<file path="config.mk">
export PLATFORM = sky130hd
export DESIGN_NAME = pixel_writeback
export DESIGN_NICKNAME = d
export VERILOG_FILES = /design/src/rtl/pixel_writeback.sv
export SDC_FILE = /design/constraint.sdc
export NUM_CORES = 1
export LEC_CHECK = 0
export ABC_AREA = 1
export CORE_MARGIN = 2
export CORE_UTILIZATION = 44
export CTS_CLUSTER_DIAMETER = 30
export DETAILED_ROUTE_END_ITERATION = 10
export PLACE_DENSITY_LB_ADDON = 0.05
export SYNTH_ARGS = -nofsm -noshare
export SYNTH_HDL_FRONTEND = slang
export SYNTH_SLANG_ARGS = --single-unit
</file>
<file path="constraint.sdc">
create_clock -name clk -period 7.7 [get_ports clk]
set_input_delay 1.54 -clock clk [delete_from_list [all_inputs] [get_ports clk]]
set_output_delay 1.54 -clock clk [all_outputs]
set_load 0.02 [all_outputs]
</file>
<file path="src/rtl/pixel_writeback.sv">
// Frame-buffer writer: buffers filtered pixels, saturates them to a byte and issues
// one write/done handshake per pixel with a bounded wait for completion.
`timescale 1ns/1ps
module pixel_writeback #(
   parameter int IMG_W   = 320,
   parameter int IMG_H   = 240,
   parameter int DEPTH   = 4,
   parameter int TIMEOUT = 63
) (
   input  logic        clk,
   input  logic        rst_n,
   input  logic        in_valid,
   output logic        in_ready,
   input  logic [8:0]  in_x,
   input  logic [8:0]  in_y,
   input  logic [15:0] in_value,
   input  logic        frame_start,
   input  logic        wb_done,
   output logic        wb_write,
   output logic [17:0] wb_address,
   output logic [7:0]  wb_data,
   output logic        busy,
   output logic [17:0] pixels_written,
   output logic        timeout_err
);

   localparam int PW = (DEPTH > 1) ? $clog2(DEPTH) : 1;
   localparam int TW = $clog2(TIMEOUT + 1);

   typedef enum logic [1:0] {S_IDLE, S_WRITE, S_RELEASE} state_t;

   logic [25:0] mem_q [DEPTH];
   logic [PW:0] wr_ptr_q, rd_ptr_q;
   state_t      state_q, state_d;
   logic [TW-1:0] timer_q, timer_d;
   logic [17:0] address_q, pixels_q;
   logic [7:0]  data_q, sat_byte;
   logic        err_q, fifo_full, fifo_empty, in_range, push, pop, pw_inc, to_set;

   assign fifo_empty = (wr_ptr_q == rd_ptr_q);
   assign fifo_full  = (wr_ptr_q[PW] != rd_ptr_q[PW]) &&
                       (wr_ptr_q[PW-1:0] == rd_ptr_q[PW-1:0]);
   assign in_ready   = !fifo_full;
   assign in_range   = ({1'b0, in_x} < 10'(IMG_W)) && ({1'b0, in_y} < 10'(IMG_H));
   // Off-screen pixels are still handshaken so the filter never stalls on them.
   assign push       = in_valid && in_ready && in_range;

   always_comb begin
      sat_byte = in_value[7:0];
      if (in_value[15])
         sat_byte = 8'h00;
      else if (|in_value[14:8])
         sat_byte = 8'hFF;
   end

   always_ff @(posedge clk) begin
      if (push)
         mem_q[wr_ptr_q[PW-1:0]] <= {in_y, in_x, sat_byte};
   end

   always_comb begin
      state_d = state_q;
      timer_d = timer_q;
      pop     = 1'b0;
      pw_inc  = 1'b0;
      to_set  = 1'b0;
      unique case (state_q)
         S_IDLE: begin
            timer_d = '0;
            // Never raise a request while the controller still shows done.
            if (!fifo_empty && !wb_done) begin
               pop     = 1'b1;
               state_d = S_WRITE;
            end
         end
         S_WRITE: begin
            timer_d = timer_q + 1'b1;
            if (wb_done) begin
               pw_inc  = 1'b1;
               state_d = S_RELEASE;
            end else if (timer_q == TW'(TIMEOUT)) begin
               to_set  = 1'b1;
               state_d = S_RELEASE;
            end
         end
         S_RELEASE: begin
            timer_d = '0;
            if (!wb_done)
               state_d = S_IDLE;
         end
         default: begin
            timer_d = '0;
            state_d = S_IDLE;
         end
      endcase
   end

   always_ff @(posedge clk or negedge rst_n) begin
      if (!rst_n) begin
         state_q   <= S_IDLE;
         timer_q   <= '0;
         wr_ptr_q  <= '0;
         rd_ptr_q  <= '0;
         address_q <= '0;
         data_q    <= '0;
         pixels_q  <= '0;
         err_q     <= 1'b0;
      end else begin
         state_q <= state_d;
         timer_q <= timer_d;
         if (push)
            wr_ptr_q <= wr_ptr_q + 1'b1;
         if (pop) begin
            rd_ptr_q <= rd_ptr_q + 1'b1;
            {address_q, data_q} <= mem_q[rd_ptr_q[PW-1:0]];
         end
         if (frame_start)
            pixels_q <= '0;
         else if (pw_inc)
            pixels_q <= pixels_q + 1'b1;
         if (frame_start)
            err_q <= 1'b0;
         else if (to_set)
            err_q <= 1'b1;
      end
   end

   assign wb_write       = (state_q == S_WRITE);
   assign wb_address     = address_q;
   assign wb_data        = data_q;
   assign busy           = !fifo_empty || (state_q != S_IDLE);
   assign pixels_written = pixels_q;
   assign timeout_err    = err_q;

endmodule

</file>
==> impl_metrics.json, run 1 <==
{
  "status": "completed",
  "synthFlopType": "edfxtp_1",
  "path_delay_family": "buffers and inverters",
  "route.detailed.drc": 0,
  "synth_area_sq_um": 6969,
  "io_pins": 87,
  "hold_slack_ns": 0.4609,
  "drt-wirelength-per-cell_um": 15.33,
  "maxCapViolations": 0,
  "synthesis.area_per_instance_sq_um": 10.51,
  "dpl_cell_area_sq_um": 8014,
  "insertion_delay_ns": 0.43,
  "initial_core_util_pct": 44.52,
  "grt_max_degree": 60,
  "path_buf_inv": 2,
  "htree_levels": 4,
  "required_ns": 6.16,
  "min_period_ns": 3.534,
  "grt_setup_unrepaired": "no",
  "synth_top_area_share_pct": 44.81,
  "hold_violations": 0,
  "hold_path.class": "flop to flop",
  "skew_ns": 0.01271,
  "setup_viol": 0,
  "critical_path_depth": 4,
  "cts_resized": 0,
  "vias": 4937,
  "crit_path_start_kind": "flop",
  "tns_ns": 0,
  "synthTopCellsByArea": "edfxtp_1, dfrtp_1, nor2_1",
  "worstPathCellList": "xnor2_2 > inv_1 > nand2_1 > clkdlybuf4s50_1",
  "grt_usage_pct": 18.99,
  "synth_edf_count": 104,
  "worst_pin_slew_ns": 1.026,
  "port_buffers": 86,
  "cts_tree": "yes",
  "final_cell_mix": "nor2_1, nand2_1, edfxtp_1",
  "power_leakage_nw": 3.388,
  "syn-num-nets": 709,
  "p_per_area_nw_per_um2": 348.4,
  "reg2reg_depth": 6,
  "dpl.hpwl_um": 9045,
  "cp_slowest_stage_delay_ns": 0.64,
  "die_area_sq_um": 16860,
  "synthesis.instances": 663,
  "dr_wl_met2_um": 7449,
  "synth_cell_types": 34,
  "post_cts.repair.setup_buffers": 0,
  "drt-total-wl_um": 14980,
  "grt_pass1_wl_um": 24220,
  "clock_sinks": 163,
  "die_h_um": 129.9,
  "layout.nets": 794,
  "wl_met3_um": 658,
  "ys_ff_latch": 163,
  "peakVddDrop_mv": 0.1696,
  "worst_slew_margin_rel_pct": 31.42,
  "fin_crit_sh_pct": 45.90,
  "path_max_fanout": 5,
  "cts_hold_buf": 0,
  "synth_largest_area_cell": "edfxtp_1",
  "instances_no_fill": 977,
  "firstDrtPassIters": 4,
  "routed.top_layer": "met4",
  "root_buffer": "clkbuf_16",
  "critPathArrivalTime_ns": 1.99,
  "clk_pin_slew_ns": 0.06,
  "hold_path_depth": 1,
  "worstSetupEndpointType": "output port",
  "drt_iter0_drc": 352,
  "synthArstFlopShare_pct": 36.20,
  "diodes": 0,
  "seq_area_frac_synth_pct": 66.00,
  "ys_warn_count": 0,
  "clockBufferDepth": 2,
  "final_antenna_net_count": 0,
  "syn_to_final_growth_pct": 24.04,
  "pre_cts_ws_ns": 3.922,
  "place_inst": 945,
  "dieWidth_um": 129.9,
  "drive_above_1_share_pct": 8.279,
  "overflow": 0,
  "grt_pass1_vias": 4863,
  "coreArea_sq_um": 15660,
  "fmax_mhz": 283.0,
  "timing.final.ws_setup_ns": 4.166,
  "final_common_cell": "nor2_1",
  "met1_length_um": 6673,
  "crit_slowest_cell": "clkdlybuf4s50_1",
  "gp_congestion": 0.8381,
  "stdcell_area_sq_um": 8645,
  "viasPerCell": 5.053,
  "maxSlewViolCount": 0,
  "antenna_found_initial": 0,
  "cts_made_buffers": 17,
  "crit_type": "flop to output port",
  "rows": 46
}
==> layout make-up <==
cell class | count | area, sq um
Fill cell | 1401 | 7010
Sequential cell | 163 | 4601
Multi-Input combinational cell | 432 | 2077
Timing Repair Buffer | 94 | 915.9
Clock buffer | 23 | 478.0
Tap cell | 216 | 270.3
Clock inverter | 9 | 152.6
Inverter | 40 | 150.1
==> where the power goes <==
part,internal [mW],switching (mW)
Clock,0.568,0.334
Sequential,1.07,0.0901
Combinational,0.341,0.613
Total,1.98,1.04
==> cell usage after synthesis, drive strengths merged (2+ instances only) <==
master and number:
nor2 133, a21oi 20, buf 19, dfrtp 59, ha 7, inv 40
nand3 45, nand2 115, xor2 4, clkbuf 9, edfxtp 104, nand4 9
nand3b 2, nor3 5, o21ai 85
==> routing by layer <==
| metal | up-vias | GRT usage, % |
|---|---|---|
| met5 | - | 0 |
| met4 | 0 | 6.705 |
| met3 | 18 | 4.428 |
| met2 | 118 | 32.83 |
| met1 | 2392 | 23.48 |
| li1 | 2409 | - |
==> worst register-to-register path: stages (launching register included) <==
cell,delay [ns]
dfrtp_1,0.45
xor2_2,0.23
nor2_4,0.07
nand2_4,0.32
nand2_1,0.73
nand2_1,0.26
nand2_1,0.07
==> metrics by stage <==
step	power, mW	utilization [%]
4_1_cts	3.043	55.22
3_3_place_gp	2.118	51.19
2_1_floorplan	1.819	-
5_1_grt	3.198	55.22
3_5_place_dp	2.140	51.19
6_report	3.012	55.22
==> kinds of logic (layout without fill, tap and decap cells) <==
kind of cell               Yosys count  in the layout  synth area share, %
and+or+nand+nor                    311            311                19.41
AOI/OAI and AO/OA                  109            109                7.954
adders and majority gates            7              7                1.257
DFF                                163            163                66.00
buffers and inverters               68            166                4.434
xor gates and xnor gates             5              5               0.9516
==> path summary, 6_finish.rpt <==
kind                        startpoint              to  slack, ns
min                         timer_q[5]      timer_q[5]       0.46
max in group asynchronous        rst_n     rd_ptr_q[0]       5.89
max                        rd_ptr_q[2]        in_ready       4.17
min in group asynchronous        rst_n      timer_q[2]       1.27
max reg2reg                wr_ptr_q[1]  wb_address[13]       5.46
min reg2reg                 timer_q[5]      timer_q[5]       0.46
==> state kept, by name, indices dropped and copies added, names as in the netlist, 2 cells and up <==
register and cells:
rd_ptr_q 3, mem_q 104, wb_data 8, timer_q 6, wb_address 18, wr_ptr_q 3
state_q 2, pixels_written 18
Power figures use the tool's default switching activity.
==> run 2: changes to the inputs <==
==> constraint.sdc (replaced) <==
create_clock -name clk -period 3 [get_ports clk]
set_input_delay 0.6 -clock clk [delete_from_list [all_inputs] [get_ports clk]]
set_output_delay 0.6 -clock clk [all_outputs]
set_load 0.02 [all_outputs]
==> run 2 against run 1 <==
Effect of this change: sequential share of layout area down 0.25 points; sequential cell count unchanged; combinational power rose to 2.6 times the previous value; final area up 0.48%; core utilization up 0.26 points; sequential power rose to 2.5 times the previous value; critical path type unchanged.
==> impl_metrics.json, run 2 (synthesis results as in run 1) <==
{
  "drt-total-wl_um": 14910,
  "die_h_um": 129.9,
  "port_buffers": 86,
  "min_period_ns": 2.634,
  "initial_core_util_pct": 44.52,
  "crit_path_start_kind": "flop",
  "p_switching_mw": 2.690,
  "tns_ns": 0,
  "peakVddDrop_mv": 0.4967,
  "clock_sinks": 163,
  "viasPerCell": 4.907,
  "final_antenna_net_count": 0,
  "status": "completed",
  "worst_pin_slew_ns": 0.8999,
  "power_leakage_nw": 3.418,
  "worstSetupEndpointType": "output port",
  "firstDrtPassIters": 5,
  "p_per_area_nw_per_um2": 879.5,
  "swShare_pct": 35.22,
  "worst_slew_margin_rel_pct": 39.92,
  "final_common_cell": "nor2_1",
  "cp_slowest_stage_delay_ns": 0.66,
  "multi_input_area_sq_um": 2077,
  "reg2reg_depth": 6,
  "io_pins": 87,
  "place_inst": 952,
  "ff_latch_area_sq_um": 4601,
  "drt_iter0_drc": 274,
  "largest_reg_flops": 104,
  "clk_pin_slew_ns": 0.06,
  "final_util_pct": 55.48,
  "final_cell_mix": "nor2_1, nand2_1, edfxtp_1",
  "clockBufferDepth": 2,
  "cts_resized": 0,
  "pre_cts_ws_ns": 0.3502,
  "grt_max_degree": 56,
  "diodes": 0,
  "rows": 46,
  "path_buf_inv": 2,
  "antenna_found_initial": 0,
  "root_buffer": "clkbuf_16",
  "grt_usage_pct": 18.78,
  "intPower_mw": 4.949,
  "vias": 4828,
  "r2r_slack_ns": 0.77,
  "grt_pass1_vias": 4651,
  "route.detailed.drc": 0,
  "grt_setup_unrepaired": "no",
  "overflow": 0,
  "instances_no_fill": 984,
  "path_max_fanout": 5,
  "cts_made_buffers": 17,
  "r2r-end": "wb_address[12]",
  "layout.nets": 801,
  "maxSlewViolCount": 0,
  "crit_slowest_cell": "clkdlybuf4s50_1",
  "coreArea_sq_um": 15660,
  "timing.final.ws_setup_ns": 0.3658,
  "fmax_mhz": 379.6,
  "hold_path.class": "input port to async pin",
  "clockPowerShare_pct": 28.8,
  "required_ns": 2.40,
  "cts_tree": "yes",
  "critPathArrivalTime_ns": 2.03,
  "htree_levels": 4,
  "die_area_sq_um": 16860,
  "skew_ns": 0.007932,
  "critical_path.startpoint": "rd_ptr_q[2]",
  "fin_crit_sh_pct": 87.81,
  "pwr-share-comb_pct": 32.8,
  "path_delay_family": "buffers and inverters",
  "nFillCells": 1350,
  "cts_hold_buf": 0,
  "grt_pass1_wl_um": 23840,
  "rr_startpoint": "rd_ptr_q[0]",
  "syn_to_final_growth_pct": 24.63,
  "maxCapViolations": 0,
  "endpoint": "in_ready",
  "power_frac_seq_pct": 38.4,
  "drive_above_1_share_pct": 9.245,
  "worstPathCellList": "xnor2_2 > inv_1 > nand2_1 > clkdlybuf4s50_1",
  "post_cts.repair.setup_buffers": 0,
  "gp_congestion": 0.8550,
  "insertion_delay_ns": 0.42,
  "setup_viol": 0,
  "dpl.hpwl_um": 9477,
  "critical_path_depth": 4,
  "hold_violations": 0,
  "crit_type": "flop to output port",
  "drt-wirelength-per-cell_um": 15.15,
  "dieWidth_um": 129.9
}
-- run 2: changes by cell type in the layout (fill, tap and decap cells not counted), sizes merged --
cell      before  now
clkbuf        23   18
bufinv         4    3
clkinvlp       2    1
inv           40   44
buf            9   16
clkinv         3    6
-- run 2: worst min path at each step --
stage / cells past startpoint / slack, ns / endpoint / startpoint
2_1_floorplan: 0 / 0.30 / pixels_written[0] / rst_n
3_5_place_dp: 2 / 0.46 / wb_address[5] / wb_address[5]
6_report: 1 / 0.19 / timer_q[3] / rst_n
4_1_cts: 1 / 0.21 / timer_q[3] / rst_n
5_1_grt: 1 / 0.23 / timer_q[3] / rst_n
3_3_place_gp: 1 / 0.45 / timer_q[5] / timer_q[5]
-- run 2: through the flow --
step	hold slack (ns)	total power, mW	area [sq um]
finish	0.1933	7.639	8686
CTS	0.2118	7.752	8686
floorplan	0.3044	4.668	6969
detailed placement	0.4597	5.528	8079
global route	0.2319	8.099	8686
global placement	0.4503	5.499	8079
-- run 2: layout make-up --
cell class	instances	area share, %
flip-flops and latches	163	52.97
multi-input cells	432	23.91
repair buffers	101	11.29
clock buffers	18	4.941
well taps	216	3.111
clock inverters	14	2.046
inverters	40	1.729
-- run 2: power by group through the flow --
| stage | registers (mW) | logic, mW | clock network (mW) |
|---|---|---|---|
| 6_report | 2.93 | 2.51 | 2.20 |
| 5_1_grt | 2.97 | 2.79 | 2.34 |
| 4_1_cts | 2.93 | 2.56 | 2.26 |
| 3_5_place_dp | 2.97 | 2.55 | 0 |
| 3_3_place_gp | 2.97 | 2.53 | 0 |
| 2_1_floorplan | 3.15 | 1.52 | 0 |
-- run 2: metal layers --
metal	routed length, um	share of wire (%)	global-route usage, %
met1	6615	44	24.44
met2	7486	50	31.20
met3	593	4.0	4.346
met4	213	1.4	6.452
met5	0	0	0
==> run 3: changes to the inputs <==
==> constraint.sdc (replaced) <==
create_clock -name clk -period 3 [get_ports clk]
set_input_delay 0.6 -clock clk [delete_from_list [all_inputs] [get_ports clk]]
set_output_delay 0.6 -clock clk [all_outputs]
set_load 0.005 [all_outputs]
==> run 3 against run 2 <==
Effect of this change: clock skew rose by 0.0011 ns; final cell count rose by 0.20%; clock power increased by 2%; critical path type unchanged; clock-buffer cell count increased by 6; sequential share of layout area down 0.17 points; final area rose by 0.32%; first-iteration DRC count rose by 15%; core utilization is 0.18 points higher; sequential power about the same; setup slack better by 0.081 ns; register-to-register slack better by 0.15 ns.
==> impl_metrics.json, run 3 (synthesis results as in run 1) <==
{
  "status": "completed",
  "worstSetupEndpointType": "output port",
  "die_h_um": 129.9,
  "cts_made_buffers": 17,
  "largest_reg_flops": 104,
  "cts_tree": "yes",
  "final_common_cell": "nor2_1",
  "clockBufferDepth": 2,
  "overflow": 0,
  "worst_pin_slew_ns": 0.8896,
  "final_antenna_net_count": 0,
  "crit_type": "flop to output port",
  "clk_pin_slew_ns": 0.06,
  "fin_crit_sh_pct": 85.11,
  "coreArea_sq_um": 15660,
  "root_buffer": "clkbuf_16",
  "cts_hold_buf": 0,
  "grt_pass1_wl_um": 24610,
  "worstPathCellList": "xnor2_2 > inv_1 > nand2_1 > clkdlybuf4s50_1",
  "peakVddDrop_mv": 0.4351,
  "post_cts.repair.setup_buffers": 0,
  "worst_slew_margin_rel_pct": 40.60,
  "grt_pass1_vias": 4810,
  "setup_viol": 0,
  "critPathArrivalTime_ns": 1.95,
  "tns_ns": 0,
  "firstDrtPassIters": 4,
  "path_max_fanout": 5,
  "syn_to_final_growth_pct": 25.03,
  "drt_iter0_drc": 314,
  "hold_slack_ns": 0.2309,
  "grt_setup_unrepaired": "no",
  "viasPerCell": 4.970,
  "route.detailed.drc": 0,
  "grt_max_degree": 55,
  "drt-wirelength-per-cell_um": 15.54,
  "maxCapViolations": 0,
  "initial_core_util_pct": 44.52,
  "htree_levels": 4,
  "crit_path_start_kind": "flop",
  "dieWidth_um": 129.9,
  "fmax_mhz": 391.7,
  "drt-total-wl_um": 15320,
  "hold_violations": 0,
  "crit_slowest_cell": "clkdlybuf4s50_1",
  "min_period_ns": 2.553,
  "final_cell_mix": "nor2_1, nand2_1, edfxtp_1",
  "vias": 4900,
  "hold_path.class": "input port to async pin",
  "cts_resized": 0,
  "dpl.hpwl_um": 9835,
  "layout.nets": 803,
  "p_per_area_nw_per_um2": 857.6,
  "diodes": 0,
  "insertion_delay_ns": 0.42,
  "rows": 46,
  "antenna_found_initial": 0,
  "port_buffers": 86,
  "cp_slowest_stage_delay_ns": 0.55,
  "gp_congestion": 0.8863,
  "drive_above_1_share_pct": 9.740,
  "die_area_sq_um": 16860,
  "power_leakage_nw": 3.447,
  "clock_sinks": 163,
  "grt_usage_pct": 19.36,
  "skew_ns": 0.008994,
  "maxSlewViolCount": 0,
  "io_pins": 87,
  "required_ns": 2.40
}
[run 3: changes by cell type in the layout (fill, tap and decap cells not counted)]
cell       before  now
buf_12          1    0
buf_4          14   17
bufinv_16       3    0
clkbuf_16      17   23
clkinv_1        2    0
clkinv_2        0    3
clkinv_4        4    1
inv_4           0    2
inv_6           3    1
inv_8           1    0
[run 3: critical path, delay by kind of cell, from the launching register on]
kind,cells,cell delay [ns]
buffers and inverters,2,0.62
DFF,1,0.44
xor gates and xnor gates,1,0.26
and+or+nand+nor,1,0.21
[run 3: layout make-up]
type | count | area (sq um)
inverters | 40 | 150.1
flip-flops and latches | 163 | 4601
clock inverters | 8 | 52.55
multi-input cells | 432 | 2077
clock buffers | 24 | 579.3
repair buffers | 103 | 983.4
well taps | 216 | 270.3
fillers | 1376 | 6942
[run 3: final timing paths]
check,end,slack [ns],startpoint,cells after the start
worst max-delay path,in_ready,0.45,rd_ptr_q[2],4
worst min-delay path,timer_q[3],0.23,rst_n,1
worst max register to register,wb_address[12],0.92,rd_ptr_q[0],6
worst min register to register,wb_address[4],0.47,wb_address[4],2
max in group asynchronous,wb_data[4],2.03,rst_n,2
min in group clk,wb_address[4],0.47,wb_address[4],2
[run 3: metrics by stage]
step | std cells | total power, mW | util [%] | worst slack [ns] | cell area (sq um)
2_1_floorplan | 663 | 4.450 | - | 0.3668 | 6969
3_3_place_gp | 954 | 5.287 | 51.62 | 0.4588 | 8082
3_5_place_dp | 954 | 5.312 | 51.62 | 0.3885 | 8082
4_1_cts | 986 | 7.566 | 55.66 | 0.4085 | 8713
5_1_grt | 986 | 7.956 | 55.66 | 0.3056 | 8713
6_report | 986 | 7.472 | 55.66 | 0.4468 | 8713
[run 3: power breakdown]
part           switching, mW  internal [mW]  leakage, nW
logic                   1.40          0.895         1.42
clock network          0.881           1.36        0.314
registers              0.200           2.74         1.71
[run 3: layer usage]
layer  up-vias  wire [um]  GRT usage (%)
met4         0        257          7.527
met2        97       7468          32.68
met3        22        621          4.223
met5         -          0              0
met1      2344       6973          24.52
li1       2437          -              -
